**src/rtl/uart_pkg.sv**
```systemverilog
`default_nettype none
// ============================================================================
// Package : uart_pkg
// Types and constants shared by the UART receive front-end and the UART engine.
// Rev     : 1.0
// ============================================================================
package uart_pkg;

    typedef enum logic [1:0] {
        HUNT  = 2'd0,
        START = 2'd1,
        DATA  = 2'd2,
        STOP  = 2'd3
    } rxfe_state_t;

    localparam int UART_DATA_BITS  = 8;
    localparam int UART_OVERSAMPLE = 16;

    function automatic logic maj3(input logic a, input logic b, input logic c);
        return (a & b) | (a & c) | (b & c);
    endfunction

endpackage
`default_nettype wire

```
**src/rtl/uart_rx_frontend_if.sv**
```systemverilog
`default_nettype none
// ============================================================================
// Interface : uart_rx_frontend_if
// Serial pin in, retimed bit stream and diagnostics out.
// Rev       : 1.0
// ============================================================================
interface uart_rx_frontend_if;
    logic       rxd;
    logic       serial_o;
    logic       bit_strb;
    logic       frame_err;
    logic [7:0] glitch_cnt;

    modport master (
        input  rxd,
        output serial_o,
        output bit_strb,
        output frame_err,
        output glitch_cnt
    );

    modport slave (
        output rxd,
        input  serial_o,
        input  bit_strb,
        input  frame_err,
        input  glitch_cnt
    );
endinterface
`default_nettype wire

```
**src/rtl/uart_rx_frontend_sync_ff.sv**
```systemverilog
`default_nettype none
// ============================================================================
// Module : sync_ff
// N-stage synchroniser for an asynchronous input; every stage resets to 1.
// Rev    : 1.0
// ============================================================================
module sync_ff #(
    parameter int STAGES = 2
) (
    input  logic clk,
    input  logic nrst,
    input  logic i_d,
    output logic o_q
);
    logic [STAGES-1:0] r_sync;

    always_ff @(posedge clk or negedge nrst) begin
        if (!nrst) begin
            r_sync <= '1;
        end else begin
            r_sync <= {r_sync[STAGES-2:0], i_d};
        end
    end

    assign o_q = r_sync[STAGES-1];
endmodule
`default_nettype wire

```
**src/rtl/uart_rx_frontend.sv**
```systemverilog
`default_nettype none
// ============================================================================
// Module : uart_rx_frontend
// Oversampling UART receive front-end: start-bit validation, mid-bit majority
// vote and one retimed bit per bit period qualified by bit_strb.
// Rev    : 1.0
// ============================================================================
module uart_rx_frontend
    import uart_pkg::*;
#(
    parameter int OVERSAMPLE      = UART_OVERSAMPLE,
    parameter int CLKS_PER_SAMPLE = 27,
    parameter int SYNC_STAGES     = 2
) (
    input  logic               clk,
    input  logic               nrst,
    uart_rx_frontend_if.master bus
);
    localparam int c_ph_w  = $clog2(OVERSAMPLE);
    localparam int c_div_w = (CLKS_PER_SAMPLE > 1) ? $clog2(CLKS_PER_SAMPLE) : 1;
    localparam int c_half  = OVERSAMPLE / 2;

    localparam logic [c_ph_w-1:0]  c_ph_last  = c_ph_w'(OVERSAMPLE - 1);
    localparam logic [c_ph_w-1:0]  c_ph_va    = c_ph_w'(c_half - 1);
    localparam logic [c_ph_w-1:0]  c_ph_vb    = c_ph_w'(c_half);
    localparam logic [c_ph_w-1:0]  c_ph_dec   = c_ph_w'(c_half + 1);
    localparam logic [c_div_w-1:0] c_div_last = c_div_w'(CLKS_PER_SAMPLE - 1);
    localparam logic [2:0]         c_bit_last = 3'(UART_DATA_BITS - 1);

    logic               w_rx_s;
    logic               r_rx_q;
    rxfe_state_t        r_state,  w_state_nxt;
    logic [c_ph_w-1:0]  r_ph,     w_ph_nxt;
    logic [c_div_w-1:0] r_div,    w_div_nxt;
    logic [2:0]         r_bitidx, w_bitidx_nxt;
    logic               r_s0,     w_s0_nxt;
    logic               r_s1,     w_s1_nxt;
    logic               r_serial, w_serial_nxt;
    logic               r_strb,   w_strb_nxt;
    logic               r_ferr,   w_ferr_nxt;
    logic [7:0]         r_glitch, w_glitch_nxt;

    logic w_tick;
    logic w_fall;
    logic w_decide;
    logic w_vote;

    sync_ff #(
        .STAGES (SYNC_STAGES)
    ) u_sync (
        .clk  (clk),
        .nrst (nrst),
        .i_d  (bus.rxd),
        .o_q  (w_rx_s)
    );

    assign w_tick   = (r_div == c_div_last);
    assign w_fall   = r_rx_q & ~w_rx_s;
    assign w_decide = w_tick && (r_ph == c_ph_dec);
    // Third vote sample is the live synchronised line at the decision tick.
    assign w_vote   = maj3(r_s0, r_s1, w_rx_s);

    always_comb begin
        w_state_nxt  = r_state;
        w_ph_nxt     = r_ph;
        w_div_nxt    = r_div + c_div_w'(1);
        w_bitidx_nxt = r_bitidx;
        w_s0_nxt     = r_s0;
        w_s1_nxt     = r_s1;
        w_serial_nxt = r_serial;
        w_strb_nxt   = 1'b0;
        w_ferr_nxt   = 1'b0;
        w_glitch_nxt = r_glitch;

        if (w_tick) begin
            w_div_nxt = '0;
            w_ph_nxt  = (r_ph == c_ph_last) ? '0 : r_ph + c_ph_w'(1);
            if (r_ph == c_ph_va) w_s0_nxt = w_rx_s;
            if (r_ph == c_ph_vb) w_s1_nxt = w_rx_s;
        end

        case (r_state)
            HUNT: begin
                // Idle strobes keep the engine clocking; serial_o returns to 1 only here.
                if (w_tick && (r_ph == c_ph_last)) begin
                    w_strb_nxt   = 1'b1;
                    w_serial_nxt = 1'b1;
                end
                if (w_fall) begin
                    w_ph_nxt    = '0;
                    w_div_nxt   = '0;
                    w_state_nxt = START;
                end
            end
            START: begin
                if (w_decide) begin
                    if (!w_vote) begin
                        w_serial_nxt = 1'b0;
                        w_strb_nxt   = 1'b1;
                        w_bitidx_nxt = '0;
                        w_state_nxt  = DATA;
                    end else begin
                        if (r_glitch != 8'hFF) w_glitch_nxt = r_glitch + 8'd1;
                        w_state_nxt = HUNT;
                    end
                end
            end
            DATA: begin
                if (w_decide) begin
                    w_serial_nxt = w_vote;
                    w_strb_nxt   = 1'b1;
                    w_bitidx_nxt = r_bitidx + 3'd1;
                    if (r_bitidx == c_bit_last) w_state_nxt = STOP;
                end
            end
            STOP: begin
                if (w_decide) begin
                    w_serial_nxt = w_vote;
                    w_strb_nxt   = 1'b1;
                    w_ferr_nxt   = ~w_vote;
                    w_state_nxt  = HUNT;
                end
            end
            default: w_state_nxt = HUNT;
        endcase
    end

    always_ff @(posedge clk or negedge nrst) begin
        if (!nrst) begin
            r_rx_q   <= 1'b1;
            r_state  <= HUNT;
            r_ph     <= '0;
            r_div    <= '0;
            r_bitidx <= '0;
            r_s0     <= 1'b1;
            r_s1     <= 1'b1;
            r_serial <= 1'b1;
            r_strb   <= 1'b0;
            r_ferr   <= 1'b0;
            r_glitch <= '0;
        end else begin
            r_rx_q   <= w_rx_s;
            r_state  <= w_state_nxt;
            r_ph     <= w_ph_nxt;
            r_div    <= w_div_nxt;
            r_bitidx <= w_bitidx_nxt;
            r_s0     <= w_s0_nxt;
            r_s1     <= w_s1_nxt;
            r_serial <= w_serial_nxt;
            r_strb   <= w_strb_nxt;
            r_ferr   <= w_ferr_nxt;
            r_glitch <= w_glitch_nxt;
        end
    end

    assign bus.serial_o   = r_serial;
    assign bus.bit_strb   = r_strb;
    assign bus.frame_err  = r_ferr;
    assign bus.glitch_cnt = r_glitch;
endmodule
`default_nettype wire

```
**src/flat_wrapper.sv**
```systemverilog
// flat-port wrapper written by rule: the top's interface ports become plain ports
module uart_rx_frontend_flat import uart_pkg::*;
#(
    parameter int OVERSAMPLE      = UART_OVERSAMPLE,
    parameter int CLKS_PER_SAMPLE = 27,
    parameter int SYNC_STAGES     = 2
)
  (clk, nrst, bus_rxd, bus_serial_o, bus_bit_strb, bus_frame_err, bus_glitch_cnt);
  uart_rx_frontend_if bus_i ();
  input  logic clk;
  input  logic nrst;
  input wire logic [$bits(bus_i.rxd)-1:0] bus_rxd;
  output wire logic [$bits(bus_i.serial_o)-1:0] bus_serial_o;
  output wire logic [$bits(bus_i.bit_strb)-1:0] bus_bit_strb;
  output wire logic [$bits(bus_i.frame_err)-1:0] bus_frame_err;
  output wire logic [$bits(bus_i.glitch_cnt)-1:0] bus_glitch_cnt;
  assign bus_i.rxd = bus_rxd;
  assign bus_serial_o = bus_i.serial_o;
  assign bus_bit_strb = bus_i.bit_strb;
  assign bus_frame_err = bus_i.frame_err;
  assign bus_glitch_cnt = bus_i.glitch_cnt;
  uart_rx_frontend #(.OVERSAMPLE(OVERSAMPLE), .CLKS_PER_SAMPLE(CLKS_PER_SAMPLE), .SYNC_STAGES(SYNC_STAGES)) u_core (.clk(clk), .nrst(nrst), .bus(bus_i));
endmodule
```
**config.mk**
```make
export PLATFORM = sky130hd
export DESIGN_NAME = uart_rx_frontend_flat
export DESIGN_NICKNAME = d
export VERILOG_FILES = /design/src/rtl/uart_pkg.sv /design/src/rtl/uart_rx_frontend_if.sv /design/src/rtl/uart_rx_frontend_sync_ff.sv /design/src/rtl/uart_rx_frontend.sv /design/src/flat_wrapper.sv
export SDC_FILE = /design/constraint.sdc
export NUM_CORES = 1
export LEC_CHECK = 0
export BUFFER_PORTS_ARGS = -buffer_cell sky130_fd_sc_hd__buf_2
export CAP_MARGIN = 20
export CORE_MARGIN = 2
export CORE_UTILIZATION = 61
export CTS_BUF_LIST = sky130_fd_sc_hd__clkbuf_2
export CTS_CLUSTER_SIZE = 12
export DETAILED_ROUTE_END_ITERATION = 10
export GPL_ROUTABILITY_DRIVEN = 0
export PLACE_DENSITY = 0.79
export SLEW_MARGIN = 10
export SYNTH_ARGS = -nofsm -noshare
export SYNTH_HDL_FRONTEND = slang
export SYNTH_HIERARCHICAL = 1
export SYNTH_SLANG_ARGS = --single-unit
export TNS_END_PERCENT = 1
```
**constraint.sdc**
```tcl
create_clock -name clk -period 1.96 [get_ports clk]
set_input_delay 0.294 -clock clk [delete_from_list [all_inputs] [get_ports clk]]
set_output_delay 0.294 -clock clk [all_outputs]
set_load 0.1 [all_outputs]
```
# Yosys cells after proc, flatten, opt, wreduce, memory -nomap -nowiden
# Index checks and enable logic that the tools add are counted.
dict set report totals {
  ff_bits 30
  in_bits 3
  output_inout_bits 11
  word_cells 83
}
dict set report classes {
  addsub 4
  n_eq_ne 18
  muxes 30
  bitwise 8
  n_reduce_logical 11
}
# operator n
set ops {}
lappend ops {{2-to-1 mux 4 bit} 4}
lappend ops {{2-to-1 mux 5 bit} 3}
lappend ops {{!= test 2 x 1 -> 1 bit, second input constant} 7}
lappend ops {{== test 4 bit, second input constant} 3}
lappend ops {{2-to-1 mux 2 bit} 6}
lappend ops {{AND reduction 4 bit} 3}
lappend ops {{2-to-1 mux 1 bit} 10}
lappend ops {{2-to-1 mux 3 bit} 3}
lappend ops {{adder 8 x 1 -> 8 bit, second input constant} 1}
lappend ops {{!= test 8 bit, second input constant} 1}
lappend ops {{one-hot mux 2 bit (4 select lines)} 1}
lappend ops {{one-hot mux 1 bit (3 select lines)} 2}
lappend ops {{one-hot mux 3 bit (2 select lines)} 1}
lappend ops {{adder 5 x 1 -> 5 bit, second input constant} 1}
lappend ops {{== test 5 bit, second input constant} 1}
lappend ops {{AND reduction 5 bit} 1}
lappend ops {{adder 4 x 1 -> 4 bit, second input constant} 1}
lappend ops {{AND 1 bit} 4}
lappend ops {{== test 2 bit, second input constant} 2}
lappend ops {{== test 4 x 3 -> 1 bit, second input constant} 1}
lappend ops {{AND reduction 2 bit} 2}
lappend ops {{adder 3 x 1 -> 3 bit, second input constant} 1}
lappend ops {{== test 3 bit, second input constant} 1}
lappend ops {{== test 2 x 1 -> 1 bit, second input constant} 1}
lappend ops {{7 further kinds} 10}

# Logic depth before layout (Yosys ltp)
# Gate-level depths: netlist (run 1).
dict set report depth {
  ltp_word 6
  mapped_depth 7
  ltp_nobuf 6
}

# Cells and area by module
# Netlist (run 1), hierarchy kept.
# module instances cells_per_inst area_each_um2 seq_area_each_um2
set modules_own_cells {}
lappend modules_own_cells {uart_rx_frontend 1 137 1498.9 705.7}
lappend modules_own_cells {sync_ff 1 2 52.6 52.6}

# Worst setup path after synthesis (run 1)
# No wires, ideal clock.
dict set report synth_path {
  kind {register -> register}
  from {register u_core.r_glitch[4] (netlist: u_core/bus.glitch_cnt[4])}
  to {register u_core.r_glitch[1] (netlist: u_core/bus.glitch_cnt[1])}
  setup_time_ns 0.126
  t_arrival_ns 1.881
  required_time_ns 1.834
  path_slack_ns -0.047
  path_stages_with_launch 5
  n_path_buf 0
  period_less_slack_ns 2.007
  cell_sequence {dfrtp_1 and4_1 nand4_1 nor2b_2 mux2_2}
}
dict set report synth_between {
  elab_chain_cells 2
}
# item line_no
set synth_rtl {}
lappend synth_rtl {{from (decl)} uart_rx_frontend.sv:41} ;# logic [7:0] r_glitch, w_glitch_nxt;
lappend synth_rtl {{from (signal assigned)} uart_rx_frontend.sv:152} ;# r_glitch <= w_glitch_nxt;
lappend synth_rtl {{!= test 8 bit} uart_rx_frontend.sv:103} ;# if (r_glitch != 8'hFF) w_glitch_nxt = r_glitch + 8'd1;
lappend synth_rtl {{AND reduction 4 bit (no line)} n/a}
# Every way passes these cells.
# A chain may end at the register's enable or synchronous reset.

# Final worst setup path (run 1)
dict set report layout_path {
  from {register u_core.r_div[0]}
  to {register u_core.r_glitch[4] (netlist: u_core/bus.glitch_cnt[4])}
}
dict set report layout_between {
  elab_chain_cells 3
}
# item line_no
set layout_rtl {}
lappend layout_rtl {{from (decl)} uart_rx_frontend.sv:34} ;# logic [c_div_w-1:0] r_div, w_div_nxt;
lappend layout_rtl {{from (signal assigned)} uart_rx_frontend.sv:145} ;# r_div <= w_div_nxt;
lappend layout_rtl {{== test 5 bit} uart_rx_frontend.sv:57} ;# assign w_tick = (r_div == c_div_last);
lappend layout_rtl {{logical AND 1 bit} uart_rx_frontend.sv:59} ;# assign w_decide = w_tick && (r_ph == c_ph_dec);
lappend layout_rtl {{AND reduction 4 bit (no line)} n/a}
# Every way passes these cells.

==> results of run 1 <==
[timing repair]
action	in CTS	in global routing
gates resized for setup	0	1
hold buffers	1	1
endpoints found under the setup margin	0	3
hold endpoints to repair	24	1
[worst max-delay path: cells and delay by family, from the launching register on]
family | cells | cell delay (ps)
flip-flops | 1 | 430
buffers and inverters | 1 | 70
AND/OR/NAND/NOR | 3 | 750
multiplexers | 1 | 330
adder cells (fa/ha/maj) | 1 | 170
[synth_stat cells (2+ instances only)]
master	number	area, µm²
dfrtp_1	24	601
nand3_1	6	30.0
xnor2_1	3	26.3
xor2_1	7	61.3
nor2_1	12	45.0
a21oi_1	3	15.0
ha_1	8	100
mux2_2	3	33.8
dfstp_2	6	158
inv_1	10	37.5
nor3_1	5	25.0
buf_2	3	15.0
nand4b_1	2	17.5
o21ai_0	5	25.0
nor4b_2	2	30.0
o221a_1	2	22.5
mux2i_1	2	20.0
nand2_1	9	33.8
and4_1	2	17.5
[metal layers]
layer / GRT usage (%) / part of all wire [%] / vias up
met5: 0 / 0 / -
met4: 14.6 / 2.3 / 0
met3: 6.28 / 4.4 / 8
met2: 32.7 / 49 / 25
met1: 25.9 / 44 / 508
li1: - / - / 524
[kinds of logic after synthesis]
family	count (synthesis)
compound gates	14
buf+inv	14
xor+xnor	10
flops	30
fa+ha+maj	9
simple gates	55
mux	7
[power by group]
group,internal [W],switching [W]
clock network,0.000105,0.000197
registers,0.000698,0.0000836
logic,0.000121,0.000135
total,0.000924,0.000416
[worst paths after layout]
path	startpoint	to	slack, ps	cells past startpoint
worst min register to register	u_core/u_sync/r_sync[1]	u_core/r_rx_q	370	0
min in group asynchronous	nrst	u_core/r_bitidx[1]	460	2
worst min-delay path	u_core/u_sync/r_sync[1]	u_core/r_rx_q	370	0
worst max register to register	u_core/r_div[0]	u_core/bus.glitch_cnt[4]	100	6
worst max-delay path	u_core/r_div[0]	u_core/bus.glitch_cnt[4]	100	6
max in group asynchronous	nrst	u_core/bus.glitch_cnt[4]	1040	2
[metrics by stage]
| step | worst slack [ps] | instances | power (W) |
|---|---|---|---|
| after floorplan | 21.7 | 139 | 0.000965 |
| after global placement | 141 | 180 | 0.00102 |
| after detailed placement | 84.2 | 180 | 0.00104 |
| after CTS | 51.3 | 189 | 0.00134 |
| after global routing | 14.3 | 190 | 0.00143 |
| final | 98.5 | 190 | 0.00134 |
[cells in the final DEF, fill, tap and decap left out, drive strengths merged, types with 2 or more instances in the layout]
cell type | netlist | final
dfrtp | 24 | 24
buf | 4 | 15
nor2 | 12 | 12
inv | 10 | 10
nand2 | 10 | 10
clkbuf | 0 | 8
ha | 8 | 8
xor2 | 7 | 7
nand3 | 6 | 6
dfstp | 6 | 6
nor3 | 6 | 6
o21ai | 5 | 5
mux2 | 5 | 5
a21oi | 3 | 3
xnor2 | 3 | 3
dlygate4sd3 | 0 | 2
and4 | 2 | 2
nor4b | 2 | 2
nand4b | 2 | 2
mux2i | 2 | 2
o221a | 2 | 2
and4b | 2 | 2
and3 | 2 | 2
nor2b | 2 | 2
nand4 | 2 | 2
[layout make-up]
class                   count  area share [%]
multi-input cells          95            42.8
well taps                  30            2.19
clock buffers               8            2.34
repair buffers             17            5.85
flip-flops and latches     30            44.7
inverters                  10            2.19
[flip-flops by register name, indices dropped and copies added (netlist names), named ones only]
register / cells
u_core/r_div: 5
u_core/r_ph: 4
u_core/r_s0: 1
u_core/r_s1: 1
u_core/r_bitidx: 3
u_core/bus.bit_strb: 1
u_core/u_sync/r_sync: 2
u_core/r_state: 1
u_core/r_rx_q: 1
u_core/bus.glitch_cnt: 8
u_core/bus.serial_o: 1
u_core/bus.frame_err: 1
==> run summary, run 1 <==
Status: finished clean
Multi-input gate area: 732 µm²
Worst min path class: reg2reg
VDD IR max: 0.000658 V
P_leak: 0.820 nW
Nets: 170
Hold_ws: 367 ps
Clock-pin slew on the worst setup and hold paths: 150 ps
Slew headroom: 57.5%
Average size of a mapped cell: 11.2 µm²
Fill count: 174
Worst-case clock buffer depth: 2
Warning count from the yosys run: 6
Final clock skew: 28.0 ps
Worst skew pair latency: 370 ps
WS Path Type: reg2reg
Tmin final: 1860 ps
Fin util: 70.4%
Max Fanout on Critical Path: 13
Finished Cell Area: 1710 µm²
CTS buffer count: 5
DIE AREA: 2960 µm²
1st-pass router iterations: 5
Area share of fa/ha/maj cells after synthesis: 7.18%
RSZ-0062 raised after global routing: false
Setup crit end kind: flop
Clock root buffer: clkbuf_2
Total GRT Usage: 21.4%
Post-Syn Area: 1550 µm²
DR WL/cell: 13.9 µm
Max Cap Viol: 0
First-pass GRT wire length: 4.31 mm
XOR/XNOR share of the synthesized area: 5.65%
Largest net degree at the start of global routing: 31
H-tree depth: 2
Clk sinks: 30
Post-CTS setup buffers: 0
Antenna Nets Post-Route: 0
Placed inst area: 1650 µm²
Post-synthesis mux area share: 5.16%
WL final: 2.64 mm
IO Count: 14
Largest family of logic cells by synthesized area: simple AND/OR/NAND/NOR gates
Kind of start point of the critical path: flop
CP max-delay cell: dfrtp_1
Compound-cell area share of the yosys netlist: 6.13%
Asr flop ratio synth: 100%
Post-synthesis cell type count: 44
Register cell area after layout: 764 µm²
Initial antenna violation count: 0
Main synth FF type: dfrtp_1
Die X: 54.4 µm
I/O Buffers: 13
Setup_tns: 0 ps
FMAX: 537 MHz
Dpl hpwl: 1.83 mm
Post-Synth Simple-Gate Area: 22.9%
Final Hold Viols: 0
DR iter-0 viols: 20
Seq/Total Area, Yosys: 48.9%
Worst-Margin Slew: 637 ps
Cell Pwr Density: 783 nW/µm²
Diode count: 0
Max-slew violation count: 0
Vias in the first global route: 969
Cell breakdown of the critical path: inv_1, ha_1, and4b_4, nand4_4, nor3_2, mux2_1
FF+latch count, synth: 30
TritonCTS clock tree: done
Syn Nets: 150
Req. time, crit path: 2220 ps
Mapped Cells: 139
Post-synth EDFFs: 0
Slowest cell delay on critical path: 430 ps
Via count: 1065
Period utilization: 95.0%
Initial core utilization: 63.8%
Vias/cell: 5.61
Overflow after GRT: 0
CORE AREA: 2430 µm²
Area Growth Syn to Fin: 10.3%
Chip height: 54.4 µm
Crit path DAT: 2120 ps
# setup viols final: 0
DR DRC count: 0
Row cnt: 18
Fraction of layout cells with a size suffix above 1: 33.1%
Power figures use the tool's default switching activity.
==> run 2: changes to the inputs <==
CORE_UTILIZATION = 58   (was 61)
CTS_BUF_LIST = sky130_fd_sc_hd__clkbuf_16   (was sky130_fd_sc_hd__clkbuf_2)
PLACE_DENSITY = 0.76   (was 0.79)
SKIP_LAST_GASP = 1   (was default)
==> run 2 against run 1 <==
  * Register-to-register slack improved by 30 ps
  * Sequential share of layout area decreased by 2.0 points
  * Worst hold slack got worse by 320 ps
  * Critical path type unchanged
  * Highest routed layer unchanged
  * Non-clock buffer count decreased by 2
  * Combinational power decreased by 5%
==> run summary, run 2 (same netlist as run 1, synthesis figures left out) <==
Hold-fix buffers, CTS: 0
Row cnt: 18
Chip height: 55.7 µm
Via count: 1063
WS Path Type: reg2reg
Cell breakdown of the critical path: inv_1, ha_1, and4b_4, nand4_4, nor3_2, mux2_1
Largest net degree at the start of global routing: 31
CP bufs+invs: 1
Max Cap Viol: 0
Req. time, crit path: 2110 ps
Flop pwr share: 45.2%
Worst skew pair latency: 270 ps
Clock-pin slew on the worst setup and hold paths: 50 ps
Crit path DAT: 1980 ps
Total GRT Usage: 19.4%
Family with the most delay on the worst path: simple AND/OR/NAND/NOR gates
Post-CTS setup buffers: 0
Clk sinks: 30
TritonCTS clock tree: done
Initial core utilization: 62.1%
Tmin final: 1830 ps
DR WL/cell: 13.9 µm
Final Hold Viols: 0
Worst-case clock buffer depth: 2
WL final: 2.62 mm
Slowest cell delay on critical path: 400 ps
Final clock skew: 3.73 ps
Clock network power share: 40.9%
Clock root buffer: clkbuf_16
Vias/cell: 5.65
I/O Buffers: 13
Status: finished clean
Fraction of layout cells with a size suffix above 1: 32.9%
Post-cts gate resize count: 0
FMAX: 545 MHz
Placed inst area: 1650 µm²
Register cell area after layout: 764 µm²
H-tree depth: 2
P_leak: 0.845 nW
DR iter-0 viols: 28
1st-pass router iterations: 4
First-pass GRT wire length: 4.68 mm
Hold_ws: 46.9 ps
Slew headroom: 57.4%
Psw: 0.000466 W
Diode count: 0
Vias in the first global route: 1045
Comb pwr share: 13.9%
Antenna Nets Post-Route: 0
Fill count: 170
VDD IR max: 0.000969 V
Overflow after GRT: 0
Setup crit end kind: flop
CORE AREA: 2500 µm²
Die X: 55.7 µm
Worst-Margin Slew: 639 ps
Largest register FFs: 8
Initial antenna violation count: 0
Finished Cell Area: 1790 µm²
CTS buffer count: 5
Period utilization: 93.6%
Area Growth Syn to Fin: 15.6%
Most frequent cells in the layout: dfrtp_1, buf_2, nor2_1
Multi-input gate area: 732 µm²
Worst min path class: in2async
Max-slew violation count: 0
Cell Pwr Density: 973 nW/µm²
DIE AREA: 3100 µm²
IO Count: 14
Max Fanout on Critical Path: 13
CP max-delay cell: dfrtp_1
# setup viols final: 0
Dpl hpwl: 1.82 mm
Commonest non-fill, non-tap cell in the layout: dfrtp_1
RSZ-0062 raised after global routing: false
Internal power: 0.00128 W
Kind of start point of the critical path: flop
Sw Share: 26.7%
Fin util: 71.7%
DR DRC count: 0
Total power: 0.00174 W
Nets: 168
Setup_tns: 0 ps
## run 2: changes by cell type in the layout (fill, tap and decap cells not counted)
cell / delta
clkbuf_16: +5
clkbuf_2: -8
clkinv_1: +1
clkinv_2: +1
clkinvlp_4: +1
dlygate4sd3_1: -2
## run 2: power groups by stage
stage	Sequential, W	Clock (W)	Combinational, W
after floorplan	0.000774	0	0.000191
after global placement	0.000788	0	0.000228
after detailed placement	0.000796	0	0.000247
after CTS	0.000786	0.000730	0.000248
after global routing	0.000799	0.000761	0.000288
final	0.000788	0.000714	0.000243
## run 2: layout make-up
type                            instances  share of cell area, %
Clock inverter                          3                  0.907
Sequential cell                        30                   42.6
Inverter                               10                   2.09
Timing Repair Buffer                   15                   4.47
Multi-Input combinational cell         95                   40.8
Clock buffer                            5                   6.98
Tap cell                               30                   2.09
## run 2: path summary, 6_finish.rpt
path | start | to | slack [ps] | cells after the start
min in group clk | bus_rxd | u_core/u_sync/r_sync[0] | 120 | 1
max | u_core/r_div[0] | u_core/bus.glitch_cnt[4] | 130 | 6
max reg2reg | u_core/r_div[0] | u_core/bus.glitch_cnt[4] | 130 | 6
min | nrst | u_core/r_bitidx[2] | 50 | 1
min reg2reg | u_core/u_sync/r_sync[0] | u_core/u_sync/r_sync[1] | 350 | 0
max in group asynchronous | nrst | u_core/bus.glitch_cnt[4] | 1460 | 1
## run 2: stage by stage
| stage | cells | setup slack (ps) |
|---|---|---|
| 2_1_floorplan | 139 | 21.7 |
| 3_3_place_gp | 180 | 136 |
| 3_5_place_dp | 180 | 63.5 |
| 4_1_cts | 188 | 53.3 |
| 5_1_grt | 188 | 20.8 |
| 6_report | 188 | 125 |
## run 2: worst reg2reg max path, stage by stage, from the launching register on
cell and delay [ps]:
dfrtp_1 400, inv_1 70, ha_1 160, and4b_4 360, nand4_4 180, nor3_2 210, mux2_1 330
## run 2: layer usage
layer	wire length, µm	global-route usage (%)	up-vias
met3	130	6.51	6
li1	-	-	522
met1	1120	23.0	510
met4	49	9.41	0
met5	0	0	-
met2	1320	31.6	25
==> run 3: changes to the inputs <==
CORE_UTILIZATION = 62   (was 58)
PLACE_DENSITY = 0.81   (was 0.76)
clock period = 2.21 ns   (was 1.96 ns; I/O delays follow)
==> run 3 against run 2 <==
  * Clock skew fell by 2.1 ps
  * Sequential power decreased by 11%
  * Combinational power is 16% lower
  * Cell count down 1.1%
  * Sequential share of layout area rose by 0.31 points
  * Utilization increased by 0.86 points
  * Largest cell class unchanged
  * Critical endpoint unchanged
==> run summary, run 3 (same netlist as run 1, synthesis figures left out) <==
Status: finished clean
Max Fanout on Critical Path: 13
Largest register FFs: 8
Req. time, crit path: 2360 ps
DR iter-0 viols: 20
Nets: 166
Register cell area after layout: 758 µm²
Diode count: 0
Initial core utilization: 63.8%
Area Growth Syn to Fin: 13.8%
Vias/cell: 5.74
Fin util: 72.6%
Worst-Margin Slew: 673 ps
Period utilization: 87.7%
1st-pass router iterations: 4
Clk sinks: 30
Initial antenna violation count: 0
IO Count: 14
Final clock skew: 1.59 ps
Post-Place Worst Slack: 304 ps
Vias in the first global route: 1120
Antenna Nets Post-Route: 0
Cell Pwr Density: 861 nW/µm²
WS Path Type: reg2reg
Setup crit end kind: flop
Sw Share: 26.1%
TritonCTS clock tree: done
Global Route met3 Usage: 8.61%
Worst skew pair latency: 270 ps
VDD IR max: 0.000817 V
Comb pwr share: 13.5%
Crit path DAT: 2090 ps
I/O Buffers: 13
Clock network power share: 40.3%
FMAX: 516 MHz
GR Layer Usage met1: 23.5%
Hold-fix buffers, CTS: 0
Total GRT Usage: 23.2%
Worst-case clock buffer depth: 2
Fraction of layout cells with a size suffix above 1: 28.2%
# setup viols final: 0
P_leak: 0.851 nW
CTS buffer count: 5
Setup_tns: 0 ps
Fill count: 171
DR WL/cell: 15.4 µm
RSZ-0062 raised after global routing: false
Most frequent cells in the layout: dfrtp_1, buf_2, nor2_1
R2R cell count: 6
DR DRC count: 0
GRT busiest layer: met2
Commonest non-fill, non-tap cell in the layout: dfrtp_1
Overflow after GRT: 0
Multi-input gate area: 729 µm²
Worst min path class: in2async
Post-cts gate resize count: 0
Clock-pin slew on the worst setup and hold paths: 50 ps
CORE AREA: 2430 µm²
WL final: 2.86 mm
Row cnt: 18
Final WS setup: 271 ps
Psw: 0.000397 W
FF-to-FF End: u_core/bus.glitch_cnt[4]
Placed Instances: 178
Kind of start point of the critical path: flop
First-pass GRT wire length: 4.69 mm
Post-CTS setup buffers: 0
Final Hold Viols: 0
Die X: 54.0 µm
R2R setup slack: 270 ps
Finished Layout Cells: 186
Dpl hpwl: 1.90 mm
Tmin final: 1940 ps
Internal power: 0.00112 W
Chip height: 54.0 µm
Worst r2r src: u_core/r_div[0]
Via count: 1067
Flop pwr share: 46.3%
Max Cap Viol: 0
H-tree depth: 2
DIE AREA: 2920 µm²
Max-slew violation count: 0
Slew headroom: 55.1%
Clock root buffer: clkbuf_16
Largest net degree at the start of global routing: 31
GR met2 Demand/Resource: 41.1%
-- run 3: cell count changes in the layout (fill, tap and decap cells not counted), sizes merged --
cell      change
buf           -2
clkinvlp      -1
inv           +1
-- run 3: layout make-up --
type / count / share of cell area (%)
repair buffers: 13 / 3.69
multi-input cells: 95 / 41.3
well taps: 30 / 2.13
inverters: 10 / 2.13
clock inverters: 3 / 0.709
clock buffers: 5 / 7.09
flip-flops and latches: 30 / 42.9
-- run 3: worst max-delay path: stages (launching register included) --
cell	delay, ps
dfrtp_1	400
inv_1	70
ha_1	160
and4b_2	410
nand4_4	200
nor3_2	230
mux2_1	340
-- run 3: power by group through the flow --
stage               sequential (W)  clock [W]  combinational [W]
finish                    0.000703   0.000612           0.000205
global route              0.000713   0.000658           0.000246
CTS                       0.000702   0.000628           0.000210
detailed placement        0.000708          0           0.000206
global placement          0.000705          0           0.000188
floorplan                 0.000687          0           0.000170
-- run 3: metrics by stage --
step                      instance area [µm²]  power, W  hold slack [ps]
after detailed placement                 1630  0.000914              351
after CTS                                1770   0.00154              108
after global routing                     1770   0.00162              156
after floorplan                          1550  0.000856             35.9
after global placement                   1630  0.000893              347
final                                    1770   0.00152              103
-- run 3: worst max-delay path by stage --
stage	start	to	slack, ps
floorplan	u_core/bus.glitch_cnt[4]	u_core/bus.glitch_cnt[1]	200
global placement	u_core/r_div[0]	u_core/bus.glitch_cnt[1]	390
detailed placement	u_core/r_div[0]	u_core/bus.glitch_cnt[4]	300
CTS	u_core/r_div[0]	u_core/bus.glitch_cnt[4]	270
global route	u_core/r_div[0]	u_core/bus.glitch_cnt[4]	160
finish	u_core/r_div[0]	u_core/bus.glitch_cnt[4]	270
-- run 3: routing by layer --
metal  up-vias  wire (µm)
met3        10        126
met1       511       1180
met4         0         61
met5         -          0
met2        31       1490
li1        515          -
